**config.mk**
```make
export PLATFORM = sky130hd
export DESIGN_NAME = fpu_cmd_queue
export DESIGN_NICKNAME = d
export VERILOG_FILES = /design/src/rtl/fpu_cmd_queue.sv
export SDC_FILE = /design/constraint.sdc
export NUM_CORES = 1
export LEC_CHECK = 0
export BUFFER_PORTS_ARGS = -buffer_cell sky130_fd_sc_hd__buf_2
export CORE_ASPECT_RATIO = 2
export CORE_MARGIN = 2
export CORE_UTILIZATION = 61
export CTS_BUF_LIST = sky130_fd_sc_hd__clkbuf_16
export DETAILED_ROUTE_END_ITERATION = 16
export MAX_ROUTING_LAYER = met4
export PLACE_DENSITY = 0.84
export RECOVER_POWER = 50
export SYNTH_ARGS = -nofsm -noshare
export SYNTH_HDL_FRONTEND = slang
export SYNTH_SLANG_ARGS = --single-unit
```
**constraint.sdc**
```tcl
create_clock -name clk -period 6.1 [get_ports clk]
set_clock_uncertainty 0.15 [all_clocks]
set_input_delay 0.61 -clock clk [delete_from_list [all_inputs] [get_ports clk]]
set_output_delay 0.61 -clock clk [all_outputs]
set_load 0.005 [all_outputs]
```
**src/rtl/fpu_cmd_queue.sv**
```systemverilog
// fpu_cmd_queue: command FIFO feeding a single-issue FPU core, with local sign/move ops and in-order results
module fpu_cmd_queue #(
   parameter int DEPTH = 4,
   parameter int TAG_W = 4
) (
   input  logic                     clk,
   input  logic                     rst,
   input  logic                     in_valid,
   output logic                     in_ready,
   input  logic [2:0]               in_op,
   input  logic [31:0]              in_a,
   input  logic [31:0]              in_b,
   input  logic [TAG_W-1:0]         in_tag,
   output logic                     core_start,
   output logic [2:0]               core_op,
   output logic [31:0]              core_n1,
   output logic [31:0]              core_n2,
   input  logic [31:0]              core_result,
   input  logic                     core_done,
   input  logic                     core_busy,
   output logic                     out_valid,
   input  logic                     out_ready,
   output logic [31:0]              out_result,
   output logic [TAG_W-1:0]         out_tag,
   output logic [$clog2(DEPTH):0]   count
);
   localparam int AW = $clog2(DEPTH);
   typedef enum logic [1:0] {IDLE, ISSUE, WAIT, OUT} state_t;
   state_t            state, next_state;
   logic [2:0]        op_mem  [DEPTH];
   logic [31:0]       a_mem   [DEPTH];
   logic [31:0]       b_mem   [DEPTH];
   logic [TAG_W-1:0]  tag_mem [DEPTH];
   logic [AW-1:0]     wr_ptr, rd_ptr;
   logic [2:0]        head_op;
   logic [31:0]       head_a, head_b, local_res;
   logic [TAG_W-1:0]  head_tag;
   logic              push, pop, start_d, valid_d;
   // FSM state register
   always_ff @(posedge clk or posedge rst)
      if (rst) state <= IDLE;
      else     state <= next_state;
   // Next state: pop only when idle, nothing pending at the output and the core is free
   always_comb begin
      pop        = state == IDLE && count != '0 && !out_valid && !core_busy;
      next_state = pop                                     ? (head_op[2] ? OUT : ISSUE) :
                   state == ISSUE                          ? WAIT :
                   (state == WAIT && core_done)            ? OUT  :
                   (state == OUT && out_valid && out_ready) ? IDLE : state;
   end
   // Outputs decoded from state, plus FIFO head and local op results
   always_comb begin
      in_ready  = count < (AW+1)'(DEPTH);
      push      = in_valid && in_ready;
      head_op   = op_mem[rd_ptr];
      head_a    = a_mem[rd_ptr];
      head_b    = b_mem[rd_ptr];
      head_tag  = tag_mem[rd_ptr];
      start_d   = state == ISSUE;
      valid_d   = state == OUT && !(out_valid && out_ready);
      local_res = head_op[1:0] == 2'b00 ? {~head_a[31], head_a[30:0]} :
                  head_op[1:0] == 2'b01 ? head_a :
                  head_op[1:0] == 2'b10 ? {1'b0, head_a[30:0]} : 32'h7FC0_0000;
   end
   // FIFO storage has no reset so it can map to plain RAM
   always_ff @(posedge clk)
      if (push) begin
         op_mem[wr_ptr]  <= in_op;
         a_mem[wr_ptr]   <= in_a;
         b_mem[wr_ptr]   <= in_b;
         tag_mem[wr_ptr] <= in_tag;
      end
   // Pointers, occupancy, core operand latch and registered result outputs
   always_ff @(posedge clk or posedge rst)
      if (rst) begin
         wr_ptr     <= '0;
         rd_ptr     <= '0;
         count      <= '0;
         core_start <= 1'b0;
         core_op    <= '0;
         core_n1    <= '0;
         core_n2    <= '0;
         out_valid  <= 1'b0;
         out_result <= '0;
         out_tag    <= '0;
      end else begin
         if (push) wr_ptr <= wr_ptr + AW'(1);
         if (pop) begin
            rd_ptr  <= rd_ptr + AW'(1);
            out_tag <= head_tag;
            if (head_op[2]) out_result <= local_res;
            else begin
               core_op <= head_op;
               core_n1 <= head_a;
               core_n2 <= head_b;
            end
         end
         if (state == WAIT && core_done) out_result <= core_result;
         count      <= count + (AW+1)'(push) - (AW+1)'(pop);
         core_start <= start_d;
         out_valid  <= valid_d;
      end
endmodule
```
==> results of run 1 <==
==> per-layer routing <==
layer / vias up / global-route usage, % / part of all wire [%] / wire (µm)
li1: 3256 / - / - / -
met5: - / - / 0 / 0
met3: 60 / 4.931 / 5.9 / 1663
met1: 3790 / 25.93 / 36 / 10240
met4: 0 / 8.183 / 2.9 / 822
met2: 252 / 40.21 / 55 / 15600
==> cell type report <==
type / count / area [µm²] / area share, %
clock buffer: 37 / 925.9 / 5.414
timing repair buffer: 222 / 972.2 / 5.685
inverter: 11 / 42.54 / 0.2488
clock inverter: 26 / 183.9 / 1.076
multi-input combinational: 254 / 3248 / 18.99
sequential: 397 / 11360 / 66.45
antenna: 2 / 5.005 / 0.02927
tap: 287 / 359.1 / 2.100
==> metrics by stage <==
stage	utilization (%)	setup slack [ns]
2_1_floorplan	-	2.353
3_3_place_gp	67.75	2.564
3_5_place_dp	67.75	2.515
4_1_cts	72.41	2.518
5_1_grt	71.78	1.824
6_report	71.78	2.484
==> cell families after synthesis <==
kind of cell	share of synthesized area [%]
DFF	76.69
AOI/OAI and AO/OA	2.349
other	0.02532
xor gates and xnor gates	0.3549
adders and majority gates	0.6422
and+or+nand+nor	2.594
buffers and inverters	1.529
muxes	15.82
==> synthesized netlist by cell type, drive strengths merged <==
master  number  share of area, %
nand2       18              0.46
xnor2        5              0.30
nand3b       9              0.46
conb         1             0.025
nand3        2             0.068
clkbuf      11              0.28
or3          1             0.042
fa           1              0.14
xor2         1             0.059
inv         11              0.28
buf         26              0.97
o21ai        1             0.034
o221a        8              0.61
ha           6              0.51
a221o       23               1.6
mux2        66               5.0
and3        23              0.97
nor3b        2              0.10
a211o        1             0.059
o221ai       1             0.059
or2          1             0.042
nor2b        3              0.13
a21oi        1             0.034
mux4        71                11
and2         4              0.17
nor2         4              0.12
edfxtp     284                58
nor4         1             0.042
dfrtp      113                19
==> power by group through the flow <==
stage,Combinational (W),Clock (W),Sequential [W]
2_1_floorplan,0.00145,0,0.00387
3_3_place_gp,0.00206,0,0.00399
3_5_place_dp,0.00214,0,0.00403
4_1_cts,0.00214,0.00217,0.00398
5_1_grt,0.00222,0.00226,0.00405
6_report,0.00205,0.00212,0.00397
==> how the worst min path moves through the flow <==
stage | startpoint | to | slack [ns] | depth (start not counted)
floorplan | out_tag[0]$_DFFE_PP0P_ | out_tag[0]$_DFFE_PP0P_ | 0.32 | 2
global placement | core_n1[29]$_DFFE_PP0P_ | core_n1[29]$_DFFE_PP0P_ | 0.34 | 1
detailed placement | out_result[10]$_DFFE_PP0P_ | out_result[10]$_DFFE_PP0P_ | 0.34 | 1
CTS | rst | core_n2[12]$_DFFE_PP0P_ | 0.03 | 2
global route | core_result[31] | out_result[31]$_DFFE_PP0P_ | 0.15 | 2
finish | core_result[31] | out_result[31]$_DFFE_PP0P_ | 0.18 | 2
==> state kept, by name, indices dropped and copies added, names as in the netlist <==
name,flops
tag_mem,16
core_op,2
b_mem,128
out_result,32
out_tag,4
count,3
wr_ptr,2
core_start,1
core_n1,32
core_n2,32
out_valid,1
a_mem,128
rd_ptr,2
state,2
op_mem,12
==> critical path: cells and delay by family <==
family / cells / cell delay (ns)
buffers and inverters: 3 / 2.79
==> layout by cell type, fill, tap and decap left out, drive strengths merged, types with 3 or more instances in the layout <==
cell      instances
edfxtp          284
mux4             71
clkbuf          157
clkinvlp          3
xnor2             5
buf             102
clkinv           14
a221o            23
ha                6
mux2             66
and2              4
nor2b             3
nor2              4
and3             23
dfrtp           113
nand2            18
inv              18
o221a             8
nand3b            9
==> results by group, run 1 <==
Drt
  • Final Routed Wirelength: 28.33 mm
  • Average via count per standard cell: 5.953
  • Drc violations: 0
  • Final routed wire length divided by cell count: 22.92 µm
  • Total vias in the final route: 7358
  • Antenna violation net count after detailed routing: 0
  • Initial detailed-routing violation count: 477
  • Drt pass-1 iters: 4

GRT
  • Antenna violations before repair: 2
  • Total routing usage reported by global routing: 22.97%
  • Pin count of the biggest net entering global routing: 72
  • Overflow left after global routing: 0
  • Number of global-route vias before repair: 7847
  • Global-route wire length before repair: 42.79 mm

Power
  • Power after layout: 0.008142 W
  • Internal power: 0.005828 W
  • VDD IR max: 0.2906 mV
  • PwrDens: 476.2 nW/µm²
  • Leakage power summed over all cells: 6.269 nW
  • Net Sw Frac: 28.42%
  • Fraction of power consumed by sequential logic: 48.8%
  • Proportion of power drawn by combinational gates: 25.2%
  • Part of the power in the clock network: 26.0%
  • Switching power of the nets: 0.002314 W

Clocking
  • Number of levels the H-tree was split into: 2
  • Master cell of the clock root buffer: sky130_fd_sc_hd__clkbuf_16
  • Longest Clk Path Bufs: 3
  • Clock buffers created by TritonCTS: 35
  • Clock tree from TritonCTS: done
  • Clock transition at the register clock pins on the worst setup and hold paths after CTS: 0.06 ns
  • Post-CTS sizing: 0
  • Buffers inserted by post-CTS timing repair: 0
  • Count of hold-fix buffers inserted at cts: 0
  • Clock latency at the later pin of the worst-skew pair: 0.51 ns
  • Clk sink count: 397

Layout
  • Final instance area: 17100 µm²
  • Final Instance Count excl. Fillers: 1236
  • Layout-stage area growth over the synthesis result: 15.48%
  • Fraction of final layout cells sized beyond drive strength 1: 31.47%
  • NumNets Final: 1037
  • Number of fillers in the final layout: 1493

Outcome
  • Outcome: finished, violations left
  • Violated checks: capacitance limit, slew limit

Worst setup path
  • Worst r2r path cells: 4
  • Startpoint of the worst-slack reg-to-reg timing path: rd_ptr[0]$_DFFE_PP0P_
  • Endpoint of the worst setup timing path: rd_ptr[0]$_DFFE_PP0P_
  • Cell Chain, Critical Path: buf_2 > clkinvlp_2 > clkbuf_2
  • Nature of the critical path startpoint: primary input
  • Classification of the worst setup path: in -> async
  • CP Data Required Time: 5.97 ns
  • Minimum setup slack among reg-to-reg paths: 2.56 ns
  • Largest fanout on the critical path: 69
  • Critical Path Max Stage Delay: 1.51 ns
  • Arrival time at the worst endpoint: 3.49 ns
  • Reg-to-Reg End: core_n2[27]$_DFFE_PP0P_
  • Worst Setup SP: rst
  • Critical path's slowest cell: sky130_fd_sc_hd__clkbuf_2
  • Critical path endpoint category: asynchronous set/reset pin

Synth
  • Count of mapped cells out of synthesis: 699
  • Warning count from the yosys run: 0
  • Average instance area after synthesis: 21.18 µm²
  • Total of flip-flops plus latches after synthesis: 397
  • Portion of the post-synthesis area used by sequential elements: 76.69%
  • Net Count, Synth: 815
  • Post-synthesis instance area: 14810 µm²
  • Count of unique library cells instantiated by Yosys: 33

Die
  • Ports placed on the boundary: 218
  • DIE AREA: 25610 µm²
  • Initial Utilization: 62.16%
  • Die width: 114.2 µm
  • Core Area: 23820 µm²
  • Cell Rows: 80
  • Die Height: 224.3 µm

Placement
  • DP Wirelength: 17.45 mm
  • Final weighted congestion of routability-driven global placement: 0.7628
  • Total instance count after detailed placement: 1171
  • PortBufs: 216
  • DP Area: 16140 µm²

Timing
  • Post-layout minimum cycle time: 3.616 ns
  • Slew at the pin closest to its max-slew limit: 2.107 ns
  • Relative slew margins: -41.24%
  • Number of failing hold endpoints at the final stage: 0
  • Max Freq: 276.6 MHz
  • RSZ-0062 raised after global routing: false
  • Setup TNS: 0 ns
  • Hold slack: 0.1768 ns
  • Final max-slew violation count: 116
  • Fraction of the cycle the final worst path needs: 59.28%
  • Final-report setup violation count: 0

Worst hold path
  • Class of the worst hold path: in -> reg

Job
  • Max-cap viol count: 2
Note: power is estimated with default switching activity, not from simulation.
==> run 2: changes to the inputs <==
ABC_AREA = 1   (was not set)
CORE_UTILIZATION = 52   (was 61)
PLACE_DENSITY = 0.76   (was 0.84)
clock period = 3.05 ns   (was 6.1 ns; I/O delays follow)
==> run 2 against run 1 <==
  * The flow still finishes with violations (capacitance limit, slew limit)
  * Worst hold slack got worse by 0.048 ns
  * Critical path type is now reg -> reg
  * Core utilization is 7.4 points lower
  * Synthesized cell count up 94%
==> results by group, run 2 <==
Synth
  • Fraction of registers with async set/reset: 28.46%
  • Count of mapped cells out of synthesis: 1353
  • Dominant cell by count in the synthesized netlist: sky130_fd_sc_hd__nand2_1
  • Top cells by instance count after synthesis: 345 x sky130_fd_sc_hd__nand2_1, 284 x sky130_fd_sc_hd__edfxtp_1, 181 x sky130_fd_sc_hd__nor2_1
  • Portion of the post-synthesis area used by sequential elements: 72.50%
  • Net Count, Synth: 1469
  • Library cell with the largest summed area after synthesis: sky130_fd_sc_hd__edfxtp_1
  • Warning count from the yosys run: 0
  • Post-synthesis instance area: 15660 µm²
  • Total of flip-flops plus latches after synthesis: 397
  • Count of unique library cells instantiated by Yosys: 26
  • Area share of the largest cell type after synthesis: 54.45%
  • Most used flip-flop cell after synthesis: sky130_fd_sc_hd__edfxtp_1
  • Average instance area after synthesis: 11.58 µm²
  • Main area contributors after synthesis: sky130_fd_sc_hd__edfxtp_1 54%, sky130_fd_sc_hd__dfrtp_1 18%, sky130_fd_sc_hd__nand2_1 8.3%
  • Number of enable-type register cells in the synthesized netlist: 284

Worst setup path
  • Library cell appearing most often on the critical path: sky130_fd_sc_hd__inv_1
  • Arrival time at the worst endpoint: 2.87 ns
  • Delay-heaviest family, CP: adder cells
  • Nature of the critical path startpoint: register
  • Sum of buffers and inverters on the critical path: 4
  • Largest fanout on the critical path: 8
  • CP Data Required Time: 3.34 ns
  • Critical Path Max Stage Delay: 0.53 ns
  • Critical path's slowest cell: sky130_fd_sc_hd__clkbuf_1
  • Classification of the worst setup path: reg -> reg
  • Cell Chain, Critical Path: inv_1 > nand2_1 > clkbuf_1 > ha_1 > inv_1 > ha_1 > inv_1 > fa_1 > xnor2_1 > xor2_1
  • Critical path endpoint category: register

Job
  • Max-cap viol count: 1

GRT
  • Antenna violations before repair: 6
  • Pin count of the biggest net entering global routing: 114
  • Overflow left after global routing: 0
  • Number of global-route vias before repair: 11464
  • Total routing usage reported by global routing: 25.00%
  • Global-route wire length before repair: 59.29 mm

Die
  • Core Area: 29620 µm²
  • Ports placed on the boundary: 218
  • Initial Utilization: 52.88%
  • DIE AREA: 31610 µm²
  • Die width: 126.7 µm
  • Cell Rows: 89
  • Die Height: 249.5 µm

Outcome
  • Outcome: finished, violations left
  • Violated checks: capacitance limit, slew limit

Drt
  • Drc violations: 0
  • Initial detailed-routing violation count: 731
  • Antenna violation net count after detailed routing: 0
  • Total vias in the final route: 11145
  • Final Routed Wirelength: 38.63 mm
  • Average via count per standard cell: 5.429
  • Final routed wire length divided by cell count: 18.82 µm
  • Drt pass-1 iters: 5

Clocking
  • Clock tree from TritonCTS: done
  • Longest Clk Path Bufs: 3
  • Number of levels the H-tree was split into: 2
  • Clk sink count: 397
  • Post-CTS sizing: 0
  • Clock latency at the later pin of the worst-skew pair: 0.52 ns
  • Clock buffers created by TritonCTS: 35
  • Master cell of the clock root buffer: sky130_fd_sc_hd__clkbuf_16
  • Clock transition at the register clock pins on the worst setup and hold paths after CTS: 0.07 ns

Timing
  • Final max-slew violation count: 114
  • Hold slack: 0.1293 ns
  • Final-report setup violation count: 0
  • Relative slew margins: -14.54%
  • Max Freq: 387.9 MHz
  • Post-layout minimum cycle time: 2.578 ns
  • Setup TNS: 0 ns
  • Fraction of the cycle the final worst path needs: 84.53%
  • Slew at the pin closest to its max-slew limit: 1.718 ns
  • Number of failing hold endpoints at the final stage: 0
  • RSZ-0062 raised after global routing: false

Layout
  • Final Instance Count excl. Fillers: 2053
  • Layout-stage area growth over the synthesis result: 21.68%
  • Number of fillers in the final layout: 2214
  • Final instance area: 19060 µm²
  • Most common library cell in the layout ignoring fill and taps: sky130_fd_sc_hd__nand2_1
  • NumNets Final: 1774
  • Commonest non-fill, non-tap cells in the layout: 344 x sky130_fd_sc_hd__nand2_1, 284 x sky130_fd_sc_hd__edfxtp_1, 176 x sky130_fd_sc_hd__nor2_1
  • Largest registers: a_mem: 128 flops, b_mem: 128 flops
  • Fraction of final layout cells sized beyond drive strength 1: 12.83%

Placement
  • Total instance count after detailed placement: 1879
  • DP Area: 17000 µm²
  • Final weighted congestion of routability-driven global placement: 0.8322
  • PortBufs: 216
  • DP Wirelength: 23.24 mm

Power
  • Leakage power summed over all cells: 7.676 nW
  • VDD IR max: 0.7359 mV
  • Power after layout: 0.01807 W
  • PwrDens: 947.8 nW/µm²

Worst hold path
  • Class of the worst hold path: in -> reg
## run 2: cell types whose count changed in the layout (fill, tap and decap cells not counted), sizes merged, moves of 25 or more
cell | previous run | this run
buf | 102 | 148
nand3 | 2 | 96
nand2 | 18 | 348
mux4 | 71 | 0
a21oi | 1 | 35
o21ai | 1 | 136
mux2 | 66 | 0
dlygate4sd3 | 0 | 106
o22ai | 0 | 32
nor2 | 4 | 183
clkbuf | 157 | 132
## run 2: cells by family after synthesis
logic type               after synthesis  share of synthesized area (%)
buffers and inverters                107                          3.674
adder cells (fa/ha/maj)                7                         0.6071
other                                  1                        0.02394
flip-flops                           397                          72.50
XOR/XNOR                               4                         0.2237
AO/OA/AOI/OAI                        210                          7.069
AND/OR/NAND/NOR                      627                          15.90
## run 2: through the flow
step,utilization (%),setup slack (ns)
3_5_place_dp,57.40,0.4768
3_3_place_gp,57.40,0.5504
2_1_floorplan,-,-0.08075
4_1_cts,64.74,0.4530
6_report,64.34,0.4719
5_1_grt,64.34,0.2805
## run 2: worst paths after layout
check	startpoint	endpoint	slack, ns	cells after the start
min in group asynchronous	rst	out_result[4]$_DFFE_PP0P_	0.83	4
max	count[2]$_DFF_PP0_	count[2]$_DFF_PP0_	0.47	10
min reg2reg	out_result[26]$_DFFE_PP0P_	out_result[26]$_DFFE_PP0P_	0.33	2
max reg2reg	count[2]$_DFF_PP0_	count[2]$_DFF_PP0_	0.47	10
max in group asynchronous	rst	rd_ptr[0]$_DFFE_PP0P_	0.68	4
min	core_busy	state[0]$_DFFE_PP0P_	0.13	5
## run 2: where the power goes
group / internal [W] / leakage (nW) / switching [W] / total (W)
clock: 0.00245 / 0.589 / 0.00189 / 0.00433
combinational: 0.00201 / 3.14 / 0.00400 / 0.00601
sequential: 0.00709 / 3.95 / 0.000637 / 0.00773
## run 2: cell type report
cell class / count / area, µm² / area share, %
tap: 364 / 455.4 / 2.390
timing repair buffer: 349 / 2237 / 11.74
multi-input combinational: 849 / 3772 / 19.79
clock buffer: 37 / 925.9 / 4.858
clock inverter: 25 / 186.4 / 0.9781
sequential: 397 / 11360 / 59.62
inverter: 26 / 103.9 / 0.5449
antenna: 6 / 15.01 / 0.07878
## run 2: layer usage
layer | wire length (µm) | GRT usage [%]
met5 | 0 | -
met4 | 1439 | 11.24
met3 | 1682 | 3.194
met2 | 21350 | 45.99
met1 | 14150 | 26.42
## run 2: worst reg2reg max path: cells and delay by family, from the launching register on
kind | cells | cell delay (ns)
and+or+nand+nor | 1 | 0.08
buffers and inverters | 4 | 0.71
xor gates and xnor gates | 2 | 0.34
DFF | 1 | 0.34
adders and majority gates | 3 | 0.88
## run 2: what timing repair did
action / in CTS / in global routing
setup buffers: 0 / 0
hold buffers: 106 / 0
endpoints found under the hold margin: 432 / 0
endpoints found under the setup margin: 0 / 0
==> run 3: changes to the inputs <==
CORE_UTILIZATION = 57   (was 52)
PLACE_DENSITY = 0.79   (was 0.76)
clock period = 2.5 ns   (was 3.05 ns; I/O delays follow)
==> run 3 against run 2 <==
  * The run still ends with capacitance limit, slew limit left
  * Cell area up 0.51%
  * Total power rose by 23%
  * Clock power rose by 24%
  * Non-clock buffer count grew 5
  * Routed wire length fell by 3.6%
  * Critical path depth grew 1
  * Sequential power rose by 21%
  * Final cell count is 0.68% lower
  * Core utilization rose by 6.6 points
  * Critical path type unchanged
  * Largest power group unchanged
==> results by group, run 3 (synthesis gave the netlist of run 2 again) <==
Outcome
  • Outcome: finished, violations left
  • Violated checks: capacitance limit, slew limit

Die
  • DIE AREA: 28900 µm²
  • Initial Utilization: 57.99%
  • Die width: 121.2 µm
  • Core Area: 27010 µm²
  • Die Height: 238.4 µm
  • Cell Rows: 85
  • Ports placed on the boundary: 218

Power
  • Proportion of power drawn by combinational gates: 33.7%
  • Switching power of the nets: 0.007914 W
  • Part of the power in the clock network: 24.2%
  • Net Sw Frac: 35.63%
  • PwrDens: 1160 nW/µm²
  • VDD IR max: 0.7684 mV
  • Fraction of power consumed by sequential logic: 42.2%
  • Leakage power summed over all cells: 7.729 nW
  • Internal power: 0.01430 W

Layout
  • Most common library cell in the layout ignoring fill and taps: sky130_fd_sc_hd__nand2_1
  • Largest registers: a_mem: 128 flops, b_mem: 128 flops
  • Number of fillers in the final layout: 1895
  • Fraction of final layout cells sized beyond drive strength 1: 13.44%
  • Final Instance Count excl. Fillers: 2039
  • Layout-stage area growth over the synthesis result: 22.29%
  • Area taken by multi-input logic gates: 3777 µm²
  • Commonest non-fill, non-tap cells in the layout: 344 x sky130_fd_sc_hd__nand2_1, 284 x sky130_fd_sc_hd__edfxtp_1, 176 x sky130_fd_sc_hd__nor2_1
  • NumNets Final: 1779
  • Seq. cell area: 11360 µm²

Timing
  • Post-layout worst setup margin: 0.2689 ns
  • Max Freq: 448.2 MHz
  • Post-layout minimum cycle time: 2.231 ns
  • Fraction of the cycle the final worst path needs: 89.24%
  • Setup TNS: 0 ns
  • Hold slack: 0.03505 ns
  • Number of failing hold endpoints at the final stage: 0
  • Relative slew margins: -8.771%
  • Final-report setup violation count: 0
  • Final max-slew violation count: 71
  • Slew at the pin closest to its max-slew limit: 1.632 ns
  • RSZ-0062 raised after global routing: false

Drt
  • Drt pass-1 iters: 6
  • Total vias in the final route: 11256
  • Final Routed Wirelength: 37.24 mm
  • Average via count per standard cell: 5.520
  • Initial detailed-routing violation count: 809
  • Final routed wire length divided by cell count: 18.26 µm
  • Antenna violation net count after detailed routing: 0
  • Drc violations: 0

Clocking
  • Clk sink count: 397
  • Longest Clk Path Bufs: 3
  • Clock tree from TritonCTS: done
  • Clock buffers created by TritonCTS: 35
  • Clock transition at the register clock pins on the worst setup and hold paths after CTS: 0.06 ns
  • Clock latency at the later pin of the worst-skew pair: 0.53 ns
  • Master cell of the clock root buffer: sky130_fd_sc_hd__clkbuf_16
  • Post-CTS sizing: 0
  • Number of levels the H-tree was split into: 2
  • Count of hold-fix buffers inserted at cts: 105
  • Buffers inserted by post-CTS timing repair: 0

GRT
  • Number of global-route vias before repair: 11445
  • Pin count of the biggest net entering global routing: 87
  • Overflow left after global routing: 0
  • Total routing usage reported by global routing: 26.61%
  • Global-route wire length before repair: 57.55 mm
  • Antenna violations before repair: 1

Placement
  • Total instance count after detailed placement: 1869
  • DP Wirelength: 22.47 mm
  • PortBufs: 216
  • Minimum setup slack after placement: 0.2733 ns
  • Final weighted congestion of routability-driven global placement: 0.8134

Worst setup path
  • Critical path endpoint category: register
  • Classification of the worst setup path: reg -> reg
  • Arrival time at the worst endpoint: 2.52 ns
  • Largest fanout on the critical path: 4
  • CP Data Required Time: 2.79 ns
  • Nature of the critical path startpoint: register

Worst hold path
  • Class of the worst hold path: in -> reg

Job
  • Max-cap viol count: 1
[run 3: worst max-delay path: stages, from the launching register on]
cell                      delay (ns)
sky130_fd_sc_hd__dfrtp_1        0.43
sky130_fd_sc_hd__nor2_1         0.11
sky130_fd_sc_hd__nand2_1        0.06
sky130_fd_sc_hd__nand3_1        0.10
sky130_fd_sc_hd__inv_2          0.07
sky130_fd_sc_hd__ha_1           0.27
sky130_fd_sc_hd__inv_1          0.06
sky130_fd_sc_hd__ha_1           0.12
sky130_fd_sc_hd__inv_1          0.05
sky130_fd_sc_hd__fa_1           0.40
sky130_fd_sc_hd__xnor2_1        0.17
sky130_fd_sc_hd__xor2_1         0.16
[run 3: power groups by stage]
| stage | Combinational (W) | Sequential [W] | Clock, W |
|---|---|---|---|
| 2_1_floorplan | 0.00481 | 0.00940 | 0 |
| 3_3_place_gp | 0.00709 | 0.00941 | 0 |
| 3_5_place_dp | 0.00733 | 0.00948 | 0 |
| 4_1_cts | 0.00751 | 0.00935 | 0.00543 |
| 5_1_grt | 0.00834 | 0.00950 | 0.00566 |
| 6_report | 0.00748 | 0.00936 | 0.00537 |
[run 3: path summary, 6_finish.rpt]
check | startpoint | endpoint | slack (ns) | cells after the start
hold reg to reg | out_result[1]$_DFFE_PP0P_ | out_result[1]$_DFFE_PP0P_ | 0.32 | 2
setup / recovery | count[1]$_DFF_PP0_ | count[2]$_DFF_PP0_ | 0.27 | 11
max in group asynchronous | rst | core_n2[27]$_DFFE_PP0P_ | 0.46 | 4
hold / removal | core_result[31] | out_result[31]$_DFFE_PP0P_ | 0.04 | 5
min in group asynchronous | rst | core_n1[4]$_DFFE_PP0P_ | 0.57 | 4
setup reg to reg | count[1]$_DFF_PP0_ | count[2]$_DFF_PP0_ | 0.27 | 11
[run 3: cell type report]
class | instances | area share (%)
Sequential cell | 397 | 59.31
Antenna cell | 2 | 0.02613
Multi-Input combinational cell | 849 | 19.72
Timing Repair Buffer | 354 | 12.18
Clock inverter | 26 | 1.130
Clock buffer | 37 | 4.833
Inverter | 26 | 0.5291
Tap cell | 348 | 2.273
[run 3: per-layer routing]
layer  global-route usage (%)  part of all wire, %  vias to the layer above
met5                        -                    0                        -
met3                    3.466                  5.7                      100
met2                    47.97                   55                      431
met4                    11.67                  3.8                        0
met1                    29.02                   36                     5474
li1                         -                    -                     5251
[run 3: stage by stage]
step / utilization (%) / instance area [µm²] / power [W]
final: 70.91 / 19160 / 0.02221
after global routing: 70.90 / 19150 / 0.02350
after CTS: 71.45 / 19300 / 0.02229
after detailed placement: 63.33 / 17110 / 0.01681
after global placement: 63.33 / 17110 / 0.01650
after floorplan: - / 15680 / 0.01421
